## config.mk

```make
export PLATFORM = sky130hd
export DESIGN_NAME = zimbo_loader
export DESIGN_NICKNAME = d
export VERILOG_FILES = /design/src/rtl/zimbo_pkg.sv /design/src/rtl/zimbo_loader_timeout.sv /design/src/rtl/zimbo_loader.sv
export SDC_FILE = /design/constraint.sdc
export NUM_CORES = 1
export LEC_CHECK = 0
export ABC_CLOCK_PERIOD_IN_PS = 4000
export CAP_MARGIN = 20
export CORE_MARGIN = 3
export CORE_UTILIZATION = 40
export DETAILED_ROUTE_END_ITERATION = 10
export PLACE_DENSITY_LB_ADDON = 0.2
export SYNTH_ARGS = -nofsm -noshare
export SYNTH_HDL_FRONTEND = slang
export SYNTH_SLANG_ARGS = --single-unit
```

## constraint.sdc

```tcl
create_clock -name clock -period 4 [get_ports clock]
set_input_delay 0.8 -clock clock [delete_from_list [all_inputs] [get_ports clock]]
set_output_delay 0.8 -clock clock [all_outputs]
set_load 0.01 [all_outputs]
```

## src/rtl/zimbo_pkg.sv

```systemverilog
// Shared constants and loader state encoding for the Zimbo program loader.
package zimbo_pkg;

  // Data word width shared with the core's memory interface.
  localparam int WORD_W = 16;

  // Default frame start marker.
  localparam logic [7:0] SYNC_DEFAULT = 8'hA5;

  typedef enum logic [3:0] {
    ST_IDLE,
    ST_LEN_HI,
    ST_LEN_LO,
    ST_ADR_HI,
    ST_ADR_LO,
    ST_DAT_HI,
    ST_DAT_LO,
    ST_CSUM,
    ST_RUN
  } ldr_state_e;

endpackage

```

## src/rtl/zimbo_loader_timeout.sv

```systemverilog
// Inter-byte idle counter: counts enabled cycles since the last clear and
// flags expire once LIMIT-1 idle cycles have already elapsed.
module ldr_timeout #(
  parameter int LIMIT = 65535
) (
  input  logic clock,
  input  logic reset_n,
  input  logic clr,
  input  logic en,
  output logic expire
);

  localparam int W = (LIMIT > 1) ? $clog2(LIMIT) : 1;
  localparam logic [W-1:0] LAST = W'(LIMIT - 1);

  logic [W-1:0] cnt_q, cnt_d;

  // Next count: clear wins, otherwise count up and saturate at LAST.
  always_comb begin
    cnt_d = cnt_q;
    if (clr)                        cnt_d = '0;
    else if (en && (cnt_q != LAST)) cnt_d = cnt_q + 1'b1;
  end

  // Count register.
  always_ff @(posedge clock or negedge reset_n) begin
    if (!reset_n) cnt_q <= '0;
    else          cnt_q <= cnt_d;
  end

  assign expire = (cnt_q == LAST);

endmodule

```

## src/rtl/zimbo_loader.sv

```systemverilog
// Serial program loader: parses framed bytes, writes 16-bit words to memory
// while holding the core in reset, then hands the memory port to the core.
module zimbo_loader
  import zimbo_pkg::*;
#(
  parameter logic [7:0] SYNC_BYTE      = SYNC_DEFAULT,
  parameter int         TIMEOUT_CYCLES = 65535
) (
  input  logic              clock,
  input  logic              reset_n,
  input  logic              rx_valid,
  input  logic [7:0]        rx_data,
  output logic              rx_ready,
  output logic              core_reset_n,
  input  logic [WORD_W-1:0] core_addrm,
  input  logic [WORD_W-1:0] core_wmdata,
  input  logic              core_memwr_en,
  output logic [WORD_W-1:0] core_rmdata,
  output logic [WORD_W-1:0] mem_addr,
  output logic [WORD_W-1:0] mem_wdata,
  output logic              mem_we,
  input  logic [WORD_W-1:0] mem_rdata,
  output logic              load_done,
  output logic              err
);

  ldr_state_e        state_q, state_d;
  logic [7:0]        sum_q, sum_d;
  logic [WORD_W-1:0] cnt_q, cnt_d;      // words still to receive
  logic [WORD_W-1:0] addr_q, addr_d;    // next load address
  logic [7:0]        hi_q, hi_d;        // high byte of the word in flight
  logic              err_q, err_d;
  logic              we_q, we_d;
  logic [WORD_W-1:0] waddr_q, waddr_d;
  logic [WORD_W-1:0] wdata_q, wdata_d;

  logic       accept, in_frame, run, expire;
  logic [7:0] sum_nxt;

  assign run      = (state_q == ST_RUN);
  assign in_frame = (state_q != ST_IDLE) && !run;
  assign rx_ready = !run;
  assign accept   = rx_valid && rx_ready;
  assign sum_nxt  = sum_q + rx_data;

  // Timer is held clear outside a frame, so entering IDLE also clears it.
  ldr_timeout #(.LIMIT(TIMEOUT_CYCLES)) u_timeout (
    .clock   (clock),
    .reset_n (reset_n),
    .clr     (accept || !in_frame),
    .en      (in_frame),
    .expire  (expire)
  );

  // Frame parser: header capture, word assembly, checksum and abort handling.
  always_comb begin
    state_d = state_q;
    sum_d   = sum_q;
    cnt_d   = cnt_q;
    addr_d  = addr_q;
    hi_d    = hi_q;
    err_d   = err_q;
    we_d    = 1'b0;
    waddr_d = waddr_q;
    wdata_d = wdata_q;
    if (accept) begin
      case (state_q)
        ST_IDLE: begin
          if (rx_data == SYNC_BYTE) begin
            sum_d   = '0;
            err_d   = 1'b0;
            state_d = ST_LEN_HI;
          end
        end
        ST_LEN_HI: begin
          cnt_d[15:8] = rx_data;
          sum_d       = sum_nxt;
          state_d     = ST_LEN_LO;
        end
        ST_LEN_LO: begin
          cnt_d[7:0] = rx_data;
          sum_d      = sum_nxt;
          state_d    = ST_ADR_HI;
        end
        ST_ADR_HI: begin
          addr_d[15:8] = rx_data;
          sum_d        = sum_nxt;
          state_d      = ST_ADR_LO;
        end
        ST_ADR_LO: begin
          addr_d[7:0] = rx_data;
          sum_d       = sum_nxt;
          state_d     = (cnt_q != '0) ? ST_DAT_HI : ST_CSUM;
        end
        ST_DAT_HI: begin
          hi_d    = rx_data;
          sum_d   = sum_nxt;
          state_d = ST_DAT_LO;
        end
        ST_DAT_LO: begin
          we_d    = 1'b1;
          waddr_d = addr_q;
          wdata_d = {hi_q, rx_data};
          addr_d  = addr_q + 1'b1;
          cnt_d   = cnt_q - 1'b1;
          sum_d   = sum_nxt;
          state_d = (cnt_q == WORD_W'(1)) ? ST_CSUM : ST_DAT_HI;
        end
        ST_CSUM: begin
          sum_d = sum_nxt;
          if (sum_nxt == 8'h00) begin
            state_d = ST_RUN;
          end else begin
            err_d   = 1'b1;
            state_d = ST_IDLE;
          end
        end
        default: ;
      endcase
    end else if (in_frame && expire) begin
      err_d   = 1'b1;
      state_d = ST_IDLE;
    end
  end

  // Loader state and write-port registers.
  always_ff @(posedge clock or negedge reset_n) begin
    if (!reset_n) begin
      state_q <= ST_IDLE;
      sum_q   <= '0;
      cnt_q   <= '0;
      addr_q  <= '0;
      hi_q    <= '0;
      err_q   <= 1'b0;
      we_q    <= 1'b0;
      waddr_q <= '0;
      wdata_q <= '0;
    end else begin
      state_q <= state_d;
      sum_q   <= sum_d;
      cnt_q   <= cnt_d;
      addr_q  <= addr_d;
      hi_q    <= hi_d;
      err_q   <= err_d;
      we_q    <= we_d;
      waddr_q <= waddr_d;
      wdata_q <= wdata_d;
    end
  end

  // Memory port mux: loader owns the port until RUN, then the core does.
  always_comb begin
    mem_addr  = run ? core_addrm    : waddr_q;
    mem_wdata = run ? core_wmdata   : wdata_q;
    mem_we    = run ? core_memwr_en : we_q;
  end

  assign core_rmdata  = mem_rdata;
  assign core_reset_n = run;
  assign load_done    = run;
  assign err          = err_q;

endmodule
```

## Word-level counts from Yosys, hierarchy flattened

Cells that the tools add are included.

| storage, ports and cells | value |
|---|---|
| bits in registers | 102 |
| memories kept | 0 |
| bits in latches | 0 |
| input bits | 60 |
| output and inout port bits | 53 |
| word-level logic and storage cells | 86 |
| memory bits (writable) | 0 |
| memory bits (read-only) | 0 |

| operators by class | value |
|---|---|
| reduce and logical (&&, ||, !) cells | 28 |
| multipliers | 0 |
| shift-type cells | 0 |
| equal/unequal tests | 17 |
| mux-type cells | 25 |
| $add $sub $neg | 4 |
| bitwise gates (word level) | 0 |
| div/mod/pow operators | 0 |
| magnitude comparators | 0 |

Operators with widths:

| cell | count |
|---|---|
| 8-bit case mux with 2 select lines | 5 |
| 16-bit two-way mux | 4 |
| 16-bit by 1-bit adder with 16-bit output, second input constant | 2 |
| 4-bit case mux with 8 select lines | 1 |
| 16-bit by 1-bit == test with 1-bit output, second input constant | 1 |
| 16-bit == test, second input constant | 1 |
| 4-bit by 3-bit == test with 1-bit output, second input constant | 4 |
| 4-bit two-way mux | 4 |
| 16-bit inequality test, second input constant | 1 |
| 16-bit nonzero test | 1 |
| 16-bit by 1-bit subtractor with 16-bit output, second input constant | 1 |
| 2-bit nonzero test | 7 |
| 2-bit AND reduction | 6 |
| 9-bit by 1-bit inequality test with 1-bit output, second input constant | 1 |
| 8-bit adder | 1 |
| 4-bit by 2-bit == test with 1-bit output, second input constant | 2 |
| 8-bit == test, second input constant | 1 |
| 8-bit logical NOT | 1 |
| 8-bit two-way mux | 1 |
| 1-bit two-way mux | 7 |
| 7-bit OR reduction | 1 |
| 3-bit inequality test, second input constant | 2 |
| 3-bit AND reduction | 2 |
| 4-bit by 1-bit == test with 1-bit output, second input constant | 1 |
| 11 further kinds | 16 |

## Longest topological paths before layout

Gate-level depths: netlist of the first run.

| depth | value |
|---|---|
| word-level depth | 6 |
| gate-level depth with buffers | 9 |
| gate-level depth less buffers | 7 |

## Cells and area by module

A second synthesis of the first run with hierarchy kept.

| unflattened totals | value |
|---|---|
| cells, all modules | 642 |
| area total of the unflattened synthesis | 5913.2 sq um |

By module, submodules not included:

| module | cells an instance | area each (sq um) | instances | sequential area each (sq um) |
|---|---|---|---|---|
| zimbo_loader | 547 | 4988.5 | 1 | 2152.1 |
| ldr_timeout | 95 | 924.6 | 1 | 400.4 |

## Least setup slack after synthesis of the first run

OpenSTA, ideal clock, no wires.

| path | value |
|---|---|
| path type | in2reg |
| start point | input port rx_data[0] |
| end point | register err_q, in the netlist err |
| buffers on the path | 0 |
| required time | 3.881 ns |
| slack | 1.352 ns |
| data arrival time | 2.530 ns |
| cell stages on the path | 7 |
| setup time | 0.119 ns |
| path through | ha_1 fa_1 a21o_1 a21oi_1 xnor2_1 or4_1 o21a_1 |

| on the way | value |
|---|---|
| cells in the longest elaborated chain, start to end | 4 |
| elaborated cells on any way between the ends | 6 |
| classes of those cells | add/sub (1); eq/ne (3); reduce/logical (2) |

RTL lines:

| what | RTL line | RTL |
|---|---|---|
| start: declaration | zimbo_loader.sv:12 | `input logic [7:0] rx_data,` |
| 8-bit adder | zimbo_loader.sv:44 | `assign sum_nxt = sum_q + rx_data;` |
| 8-bit logical NOT | zimbo_loader.sv:111 | `if (sum_nxt == 8'h00) begin` |
| 3-bit inequality test (no line) | -- |  |
| 4-bit AND reduction (no line) (*) | -- |  |
| end signal: assignment | zimbo_loader.sv:144 | `err_q <= err_d;` |
| end: declaration | zimbo_loader.sv:32 | `logic err_q, err_d;` |

Mark *: on every way between the ends. The rest lies on a longest branch, timed or not.
A chain may end at the register's enable or synchronous reset.

## Worst setup path in the final report of the first run

| path | value |
|---|---|
| start point | register state_q[0] |
| end point | output port mem_addr[1] |

| on the way | value |
|---|---|
| cells in the longest elaborated chain, start to end | 2 |

RTL lines:

| what | RTL line | RTL |
|---|---|---|
| start: declaration | zimbo_loader.sv:27 | `ldr_state_e state_q, state_d;` |
| start signal: assignment | zimbo_loader.sv:139 | `state_q <= state_d;` |
| 4-bit == test | zimbo_loader.sv:40 | `assign run = (state_q == ST_RUN);` |
| 16-bit two-way mux | zimbo_loader.sv:153 | `mem_addr = run ? core_addrm : waddr_q;` |
| end: declaration | zimbo_loader.sv:19 | `output logic [WORD_W-1:0] mem_addr,` |

Every way passes these cells.

==> results by stage, run 1 <==
Outcome:
- The run finished with clean final reports.

STA:
- For this run, the top clock speed supported by timing is 280.1 MHz.
- The number of slew-limit violations in the final report is 0.
- The transition time at the pin with the least slew margin is ~0.95 ns.
- Setup repair after global routing left no endpoint under its margin.
- The final worst clock skew is about 0.0088 ns.
- The total negative slack is 0 ns.
- Headroom to the max-slew limit came out at between 30% and 40%.
- The number of hold-slack violations in the final timing report is 0.
- The worst-case setup margin in the final layout is 0.4303 ns.
- Final hold analysis gives a worst-case slack of around 0.38 ns.
- The post-route minimum period is roughly 3.6 ns.
- The share of the cycle needed by the critical path after routing is 89.24%.
- The count of final setup violators is 0.

Global route:
- The wire length of the first global-routing pass is 23240 um.
- The total global-route track usage is 17.79%.
- The number of antenna violations at the first check in global routing is 0.
- The via count of the first global-routing pass is between 4000 and 5000.
- The maximum number of pins on one net before global-route repair is 38.
- The residual overflow from global routing is 0.

Floorplanning:
- The initial utilization of the core area, before any placement, comes to 41.42%.
- The floorplan step set the die height to roughly 130 um.
- The full die area is ~16000 sq um.
- The floorplan step defined a core boundary enclosing 14100 sq um.
- The horizontal die dimension is 126.8 um.
- The I/O pin count is 113.
- The floorplan row count is between 40 and 50.

Finish:
- The final net count is 698.
- The finished cells cover roughly 7000 sq um.
- The commonest non-fill, non-tap cell in the layout is sky130_fd_sc_hd__dfrtp_1.
- Cells fill between 40% and 50% of the core in the end.
- In the layout the commonest cells are 102 x sky130_fd_sc_hd__dfrtp_1, 79 x sky130_fd_sc_hd__clkdlybuf4s50_1, 72 x sky130_fd_sc_hd__mux2_2, 38 x sky130_fd_sc_hd__nor2_1, 38 x sky130_fd_sc_hd__a21oi_1.
- The filler cells instantiated in the layout total between 1000 and 1500.
- The fraction of layout cells with a size suffix above 1 is 17.33%.
- The area growth from synthesis to layout is 19.37%.
- The antenna diode count is 0.

Routing:
- The iteration-0 DRC count of the detailed router is 315.
- The count of nets left with antenna violations once routing finished came out at 0.
- In the final routing, the length of wire on met1 measures ~6400 um.
- After detailed routing, no signal wire sits above met4.
- The detailed-route DRC error count is 0.
- After detailed routing, the average wire length per cell comes to roughly 17 um.
- The routed design uses roughly 6300 um of met2 wire.
- The detailed-routing iteration count for the pre-antenna-repair pass is 5.
- The detailed-routed wire length on met3 is approximately 890 um.
- The final route contains between 4000 and 5000 vias.
- After detailed routing, the number of vias per cell comes to around 5.7.
- Summed over all layers, the routed wires come to about 14000 um.

Power and ir drop:
- Across the VDD grid, the largest voltage drop is around 0.00026 V.
- The total power divided by cell area is between 600 and 700 nW/um^2.
- The leakage power is roughly 2.8 nW.

Synthesis:
- Yosys attributes the largest share of cell area to sky130_fd_sc_hd__dfrtp_1 44%, sky130_fd_sc_hd__mux2_2 14%, sky130_fd_sc_hd__a21oi_1 3.3%.
- Summed over all instances, the cell type with the most area after synthesis is sky130_fd_sc_hd__dfrtp_1.
- The number of warnings reported in the yosys synthesis log is 0.
- Dividing the synthesized area by the synthesized cell count gives between 10 and 15 sq um.
- The number of storage elements in the synthesis netlist is ~100.
- In this run the biggest area consumer among cell types represents 43.72% of the synthesized area.
- The synthesized netlist contains 66 unique library cells.
- In the synthesized netlist the async set-or-reset flop fraction comes to 100.0%.
- The most frequently used flop master after synthesis is sky130_fd_sc_hd__dfrtp_1.
- The net count after synthesis is about 640.
- The total standard cell area after synthesis is roughly 6000 sq um.
- Of the synthesized area, sequential elements account for between 40% and 50%.
- The post-synthesis cell count is 567.
- The number of flops mapped to enable cells by yosys is 0.

Place:
- Summed over all nets, the half-perimeter wirelength after detailed placement is just under 10000 um.
- The total cell area at the placement stage is approximately 6600 sq um.
- Timing analysis after detailed placement gives a worst setup slack of around 0.64 ns.
- The count of input and output buffers is 80.
- The last weighted congestion value of the routability-driven placer is roughly 0.85.

Worst setup path:
- The critical path data arrival time is between 2 and 3 ns.
- Along the worst path, the maximum fanout reaches 35.
- For the worst setup path, the data required time is 3.20 ns.
- The worst register-to-register path has a setup slack of roughly 1.5 ns.
- STA classifies the critical path endpoint as a primary output.
- The startpoint type of the worst setup path is a flip-flop.
- The classification of the worst setup path is flip-flop to primary output.

Clock network:
- The number of buffers between clock root and the deepest sink is 2.
- The CTS tree is built.
- The tree is rooted in a sky130_fd_sc_hd__clkbuf_16.
- CTS saw about 100 sinks.
- The H-tree generated during clock tree synthesis spans 3 levels.
- Clock latency on the worst-skew pair, taken at its later pin, is between 0.3 and 0.4 ns.
- Clock-pin slew was measured on the worst setup and hold paths at ~0.070 ns.
- The post-cts gate resize count is 0.
- The post-CTS repair timing setup buffer count is 0.
- The number of buffers inserted during clock tree synthesis is 9.
- The number of hold buffers added after CTS is 0.

Worst hold path:
- The type of the worst min-delay path is input pin to async pin.

Flow run:
- Max-cap violations in this run came to 0.
synthesized netlist by cell type, types with 3 or more instances:
cell type,instances
sky130_fd_sc_hd__a211oi_1,5
sky130_fd_sc_hd__a21o_1,7
sky130_fd_sc_hd__a21oi_1,38
sky130_fd_sc_hd__a22o_1,10
sky130_fd_sc_hd__a31oi_1,13
sky130_fd_sc_hd__and3_1,8
sky130_fd_sc_hd__buf_2,9
sky130_fd_sc_hd__buf_4,19
sky130_fd_sc_hd__buf_6,3
sky130_fd_sc_hd__clkbuf_1,8
sky130_fd_sc_hd__dfrtp_1,102
sky130_fd_sc_hd__ha_1,13
sky130_fd_sc_hd__inv_1,6
sky130_fd_sc_hd__mux2_2,72
sky130_fd_sc_hd__mux2i_1,3
sky130_fd_sc_hd__nand2_1,32
sky130_fd_sc_hd__nand2b_1,7
sky130_fd_sc_hd__nand3_1,17
sky130_fd_sc_hd__nand3b_1,3
sky130_fd_sc_hd__nand4_1,5
sky130_fd_sc_hd__nor2_1,38
sky130_fd_sc_hd__nor2b_1,3
sky130_fd_sc_hd__nor3_1,19
sky130_fd_sc_hd__nor4_1,7
sky130_fd_sc_hd__o211ai_1,4
sky130_fd_sc_hd__o21a_1,4
sky130_fd_sc_hd__o21ai_0,33
sky130_fd_sc_hd__o22a_1,10
sky130_fd_sc_hd__o22ai_1,4
sky130_fd_sc_hd__o31ai_1,3
sky130_fd_sc_hd__or3_1,7
sky130_fd_sc_hd__xnor2_1,9
sky130_fd_sc_hd__xor2_1,6
final timing paths:
kind                        startpoint                 end  depth (start not counted)
min                            reset_n          waddr_q[7]                          1
min in group clock         waddr_q[11]         waddr_q[11]                          2
min reg2reg                waddr_q[11]         waddr_q[11]                          2
max                         state_q[0]         mem_addr[1]                          6
max in group asynchronous      reset_n  u_timeout.cnt_q[8]                          2
max reg2reg                 state_q[0]           cnt_q[10]                          5
worst max-delay path: stages (launching register included):
cell                              delay [ns]
sky130_fd_sc_hd__dfrtp_1                0.52
sky130_fd_sc_hd__nor3_1                 0.39
sky130_fd_sc_hd__nand2_1                0.17
sky130_fd_sc_hd__clkinv_1               0.07
sky130_fd_sc_hd__buf_4                  0.38
sky130_fd_sc_hd__mux2_2                 0.39
sky130_fd_sc_hd__clkdlybuf4s50_1        0.48
per-stage QoR:
step           power (mW)  cells
6_report            4.687    809
5_1_grt             5.047    809
4_1_cts             4.722    809
3_5_place_dp        3.728    793
3_3_place_gp        3.665    793
2_1_floorplan       3.074    567
metal layers:
layer / up-vias / GRT usage, %
li1: 2199 / -
met1: 2233 / 24.30
met2: 140 / 27.86
met3: 25 / 4.463
met4: 0 / 5.615
met5: - / 0
where the power goes:
part | internal [mW] | switching, mW | leakage (nW)
combinational | 1.02 | 0.869 | 1.41
sequential | 1.45 | 0.372 | 1.26
clock | 0.561 | 0.413 | 0.161
state kept, by name, summed over array words and instances (netlist names):
register         count
we_q                 1
hi_q                 8
cnt_q               16
wdata_q             16
u_timeout.cnt_q     16
waddr_q             16
state_q              4
addr_q              16
sum_q                8
err                  1
final cells by class:
class	instances	area [sq um]	share of cell area, %
Multi-Input combinational cell	417	2989	42.89
Sequential cell	102	2552	36.62
Timing Repair Buffer	86	843.3	12.10
Clock buffer	10	229.0	3.285
Tap cell	180	225.2	3.232
Clock inverter	6	100.1	1.436
Inverter	8	30.03	0.4309
logic make-up (layout without fill, tap and decap cells):
family / after synthesis / count (layout) / synth area share, %
xor gates and xnor gates: 15 / 15 / 2.250
and+or+nand+nor: 164 / 164 / 14.92
adders and majority gates: 14 / 14 / 3.129
AOI/OAI and AO/OA: 149 / 149 / 16.50
DFF: 102 / 102 / 43.72
buffers and inverters: 48 / 110 / 5.079
muxes: 75 / 75 / 14.40
Note: power is estimated with default switching activity, not from simulation.
==> inputs of run 2 (changes only) <==
- CTS_CLUSTER_SIZE: not set -> 16
==> results of run 2 <==
The final DEF is identical to that of run 1; final timing and power are the same.
